## config.mk

```make
export PLATFORM = sky130hd
export DESIGN_NAME = sigma_delta_cic_decimator
export DESIGN_NICKNAME = d
export VERILOG_FILES = /design/src/rtl/sigma_delta_cic_decimator.sv
export SDC_FILE = /design/constraint.sdc
export NUM_CORES = 1
export LEC_CHECK = 0
export BUFFER_PORTS_ARGS = -buffer_cell sky130_fd_sc_hd__buf_2
export CORE_UTILIZATION = 50
export DETAILED_ROUTE_END_ITERATION = 10
export GPL_TIMING_DRIVEN = 0
export PLACE_DENSITY = 0.66
export SLEW_MARGIN = 20
export SYNTH_ARGS = -nofsm -noshare
export SYNTH_HDL_FRONTEND = slang
export SYNTH_SLANG_ARGS = --single-unit
```

## constraint.sdc

```tcl
create_clock -name aclk -period 5.6 [get_ports aclk]
set_input_delay 0.28 -clock aclk [delete_from_list [all_inputs] [get_ports aclk]]
set_output_delay 0.28 -clock aclk [all_outputs]
set_load 0.01 [all_outputs]
```

## src/rtl/sigma_delta_cic_decimator.sv

```systemverilog
// CIC decimator for a 1-bit sigma-delta stream: ORDER integrators at the input rate,
// decimate by DECIM, ORDER combs at the output rate, single-entry valid/ready output.
module sigma_delta_cic_decimator #(
  parameter int ORDER = 3,
  parameter int DECIM = 64,
  localparam int ACC_WIDTH = ORDER * $clog2(DECIM) + 1
) (
  input  logic                 aclk,
  input  logic                 aresetn,
  input  logic                 enable,
  input  logic                 sigma_delta,
  output logic [ACC_WIDTH-1:0] m_tdata,
  output logic                 m_tvalid,
  input  logic                 m_tready,
  output logic                 overrun,
  output logic                 warm
);

  localparam int CNT_W = $clog2(DECIM);
  localparam int WU_W  = $clog2(ORDER + 2);
  localparam logic [CNT_W-1:0] DEC_LAST = CNT_W'(DECIM - 1);
  localparam logic [WU_W-1:0]  WU_DONE  = WU_W'(ORDER + 1);

  logic [ACC_WIDTH-1:0] integ_q [ORDER];
  logic [ACC_WIDTH-1:0] integ_d [ORDER];
  logic [ACC_WIDTH-1:0] dly_q   [ORDER];
  logic [ACC_WIDTH-1:0] dly_d   [ORDER];
  logic [ACC_WIDTH-1:0] comb_in [ORDER];
  logic [ACC_WIDTH-1:0] comb_res;

  logic [CNT_W-1:0]     dec_cnt_q, dec_cnt_d;
  logic [WU_W-1:0]      warmup_q, warmup_d;
  logic [ACC_WIDTH-1:0] tdata_q, tdata_d;
  logic                 tvalid_q, tvalid_d;
  logic                 overrun_q, overrun_d;
  logic                 strobe;

  assign strobe = (dec_cnt_q == DEC_LAST);

  // All arithmetic wraps modulo 2^ACC_WIDTH; the comb differences undo the integrator wrap.
  always_comb begin
    integ_d[0] = integ_q[0] + ACC_WIDTH'(sigma_delta);
    for (int k = 1; k < ORDER; k++) begin
      integ_d[k] = integ_q[k] + integ_q[k-1];
    end
    if (!enable) begin
      for (int k = 0; k < ORDER; k++) begin
        integ_d[k] = '0;
      end
    end
  end

  always_comb begin : comb_chain
    logic [ACC_WIDTH-1:0] stage_v;
    stage_v = integ_q[ORDER-1];
    for (int k = 0; k < ORDER; k++) begin
      comb_in[k] = stage_v;
      stage_v    = stage_v - dly_q[k];
    end
    comb_res = stage_v;
  end

  always_comb begin
    dec_cnt_d = dec_cnt_q;
    warmup_d  = warmup_q;
    tdata_d   = tdata_q;
    tvalid_d  = tvalid_q;
    overrun_d = overrun_q;
    for (int k = 0; k < ORDER; k++) begin
      dly_d[k] = dly_q[k];
    end

    if (!enable) begin
      dec_cnt_d = '0;
      warmup_d  = '0;
      tdata_d   = '0;
      tvalid_d  = 1'b0;
      overrun_d = 1'b0;
      for (int k = 0; k < ORDER; k++) begin
        dly_d[k] = '0;
      end
    end else begin
      dec_cnt_d = strobe ? '0 : dec_cnt_q + 1'b1;
      if (strobe) begin
        for (int k = 0; k < ORDER; k++) begin
          dly_d[k] = comb_in[k];
        end
        // A pending unaccepted sample is replaced; a same-edge handshake consumes it first.
        if (warmup_q == WU_DONE) begin
          tdata_d  = comb_res;
          tvalid_d = 1'b1;
          if (tvalid_q && !m_tready) begin
            overrun_d = 1'b1;
          end
        end else begin
          warmup_d = warmup_q + 1'b1;
        end
      end else if (tvalid_q && m_tready) begin
        tvalid_d = 1'b0;
      end
    end
  end

  always_ff @(posedge aclk or negedge aresetn) begin
    if (!aresetn) begin
      for (int k = 0; k < ORDER; k++) begin
        integ_q[k] <= '0;
        dly_q[k]   <= '0;
      end
      dec_cnt_q <= '0;
      warmup_q  <= '0;
      tdata_q   <= '0;
      tvalid_q  <= 1'b0;
      overrun_q <= 1'b0;
    end else begin
      for (int k = 0; k < ORDER; k++) begin
        integ_q[k] <= integ_d[k];
        dly_q[k]   <= dly_d[k];
      end
      dec_cnt_q <= dec_cnt_d;
      warmup_q  <= warmup_d;
      tdata_q   <= tdata_d;
      tvalid_q  <= tvalid_d;
      overrun_q <= overrun_d;
    end
  end

  assign m_tdata  = tdata_q;
  assign m_tvalid = tvalid_q;
  assign overrun  = overrun_q;
  assign warm     = (warmup_q == WU_DONE);

endmodule

```

==> metrics.md <==
| Metric | Value |
|---|---|
| Vias in the first global route | `7500` |
| Cell depth of the worst hold path | `4` |
| Tcrit/Tclk final | `92.9%` |
| Final hold vios | `0` |
| Diodes inserted | `0` |
| #FFs+latches synth | `144` |
| Reg2reg end | `m_tdata[17]` |
| Die Wd | `142 um` |
| Number of CTS-inserted buffers | `17` |
| H-tree Lvls | `4` |
| IO Count | `27` |
| Reg clk slew, reported paths | `60 ps` |
| HP Class | `in2reg` |
| Post-synth cell types | `66` |
| Cell Count, Final, Fillers Out | `1436` |
| Mapped Nets | `1221` |
| Worst R2R Start | `dly_q[39]` |
| Top cell type's share of synthesized area | `37.0%` |
| Cell accounting for the most synthesized area | `dfrtp_1` |
| Prevailing post-synth register cell | `dfrtp_1` |
| CP required | `5890 ps` |
| R2R cell count | `22` |
| Cell mode on critical path | `a21oi_1` |
| Status | `finished, final reports clean` |
| First-pass GRT wire length | `36100 um` |
| Pwr Density | `401 mW/mm2` |
| Max clock buf depth | `2` |
| Final GP Congestion | `0.885` |
| Worst Setup End Kind | `flip-flop` |
| Drt initial violations | `250` |
| Vias/cell | `5.30` |
| Clock Latency Late Sink | `~430 ps` |
| Max_cap viols | `0` |
| Hold_sp | `m_tready` |
| Share of synthesized registers carrying an async set or reset | `between 90% and 100%` |
| Placed insts | `1402` |
| Placed Instance Area | `0.0102 mm2` |
| Slew @ Worst Pin | `930 ps` |
| Peak VDD IR | `between 0.0002 and 0.00025 V` |
| Synth Instances | `1116` |
| Critical path buffers and inverters | `1` |
| Register area share after synthesis | `a little under two fifths` |
| Critical path's top delay family | `compound AO/OA/AOI/OAI gates` |
| Final Setup Violations | `0` |
| Crit Path Max Fanout | `6` |
| Count leader, synth | `nand2_1` |
| Finished layout cell area | `around 0.011 mm2` |
| Synth top cells by count | `nand2_1, dfrtp_1, a21oi_1, nor2_1, ha_1` |
| CP max-delay cell | `dfrtp_1` |
| Hold Path Sink | `overrun` |
| Period minus WS final | `5200 ps` |
| Crit path largest cell delay | `390 ps` |
| GR Overflow Total | `0` |
| Post-DR wirelength/cell | `15.0 um` |
| Avg Cell Area, Syn | `roughly 8.7 um2` |
| Top cells by area, synth | `dfrtp_1, ha_1, a21oi_1` |
| Clock skew | `11.6 ps` |
| Clock Sinks | `144` |
| Layout Nets | `around 1300` |
| Share of layout cells above drive strength 1 | `7.99%` |
| R2R Setup Slk | `between 300 and 400 ps` |
| Die height | `142 um` |
| Antenna violations before repair | `0` |
| Ys Warns | `0` |
| Core area | `between 0.015 and 0.02 mm2` |
| Remaining antenna violation count | `0` |
| Fmax | `0.192 GHz` |
| Worst setup SP type | `flip-flop` |
| Gr usage total | `23.0%` |
| Wirelength, routed | `between 20000 and 25000 um` |
| Row count | `50` |
| Die footprint | `0.0201 mm2` |
| Clock root cell | `clkbuf_16` |
| Final HPWL DP | `16100 um` |
| Headroom to the max-slew limit | `38.0%` |
| Vias post-DR | `about 7600` |
| LEAKAGE | `5.10 nW` |
| Initial Util | `51.6%` |
| Filler cell count | `1749` |
| Area grow syn2layout | `12.0%` |
| Crit-path cells | `inv_1, ha_1, nor2b_1, o21ai_0, a21oi_1, or2_2, a21oi_1, xnor2_1, ha_1, o2111ai_1, nand3_1, a31o_2, a21oi_1, o21ai_0, xor2_1, ha_1, and3_1, a311oi_2, a21boi_1, o41ai_2, mux2i_1, a21oi_1` |
| Critical path class | `reg2reg` |
| CTS tree | `yes` |
| Largest net degree at the start of global routing | `99` |
| Max-slew violation count | `0` |
| CP arrival | `~5500 ps` |
| DRC violations left | `0` |
| I/O Buffers | `25` |
| Synthesized area | `0.00974 mm2` |
| Drt pass-1 iters | `4` |
| EDFF count, synth | `0` |
tightest hold or removal path: stages:
cell,delay [ps]
buf_2,90
inv_1,30
a31oi_1,110
nor2_1,40
sequential cells by signal, summed over array words and instances (netlist names):
name and flops:
dly_q 57, integ_q 38, comb_in 19, m_tdata 19, dec_cnt_q 6, warmup_q 3, m_tvalid 1, overrun 1
report_power, final:
part	switching, mW	internal [mW]
clock	0.438	0.761
sequential	0.0111	1.05
combinational	1.21	0.904
worst max-delay path by stage:
stage                           start          end  slack, ps  depth (start not counted)
after floorplan             dly_q[39]  m_tdata[17]        940                         22
after global placement    comb_in[39]  m_tdata[17]        330                         21
after detailed placement  comb_in[39]  m_tdata[17]        240                         21
after CTS                   dly_q[39]  m_tdata[17]        220                         22
after global routing        dly_q[39]  m_tdata[16]        -20                         24
final                       dly_q[39]  m_tdata[17]        400                         22
cells by family after synthesis:
family | Yosys count | synth area share [%]
adders and majority gates | 100 | 13.2
DFF | 144 | 37.0
and+or+nand+nor | 398 | 18.5
muxes | 6 | 0.616
buffers and inverters | 116 | 4.47
AOI/OAI and AO/OA | 269 | 18.6
xor gates and xnor gates | 83 | 7.60
through the flow:
| step | util, % | setup TNS (ps) | power [mW] | hold slack (ps) | setup slack [ps] |
|---|---|---|---|---|---|
| floorplan | - | 0 | 2.66 | -15.6 | 945 |
| global placement | 54.0 | 0 | 3.02 | 448 | 326 |
| detailed placement | 54.2 | 0 | 3.04 | 205 | 236 |
| CTS | 57.5 | 0 | 4.26 | 154 | 216 |
| global route | 57.7 | -20.9 | 4.67 | 173 | -20.9 |
| finish | 57.7 | 0 | 4.37 | 170 | 397 |
what timing repair did:
item                       in CTS  in global routing
resized for setup               0                  6
hold endpoints to repair       46                  0
hold buffers                    1                  0
setup buffers                   0                  1
setup endpoints to repair       0                  5
cell type report:
| type | instances | area, um2 | area share [%] |
|---|---|---|---|
| clock buffer | 24 | 502 | 4.60 |
| inverter | 80 | 300 | 2.75 |
| tap | 260 | 325 | 2.98 |
| sequential | 144 | 3600 | 33.0 |
| timing repair buffer | 28 | 180 | 1.65 |
| multi-input combinational | 856 | 5740 | 52.6 |
| clock inverter | 8 | 125 | 1.15 |
| buffer | 36 | 135 | 1.24 |
placed cells by master, fill, tap and decap left out, drive strengths merged, types with 8 or more instances in the layout:
master,netlist,routed
nand2,151,151
dfrtp,144,144
a21oi,120,120
nor2,108,108
ha,95,95
inv,80,81
clkbuf,32,56
xnor2,46,46
xor2,36,36
o21ai,32,32
buf,4,31
nor3,30,30
nand3,27,27
a21o,25,25
o21a,20,20
and2,16,16
and3,12,12
nor2b,11,11
a211oi,9,9
or2,8,8
nand4,8,8
a31oi,8,8
o31ai,8,8
metal layers:
layer	vias to the layer above	track usage, %	share of wire [%]
met5	-	0	0
met4	0	6.00	1.2
met3	22	4.12	3.6
met2	106	42.1	51
met1	3524	27.6	45
li1	3959	-	-
(Power assumes the default switching activity.)
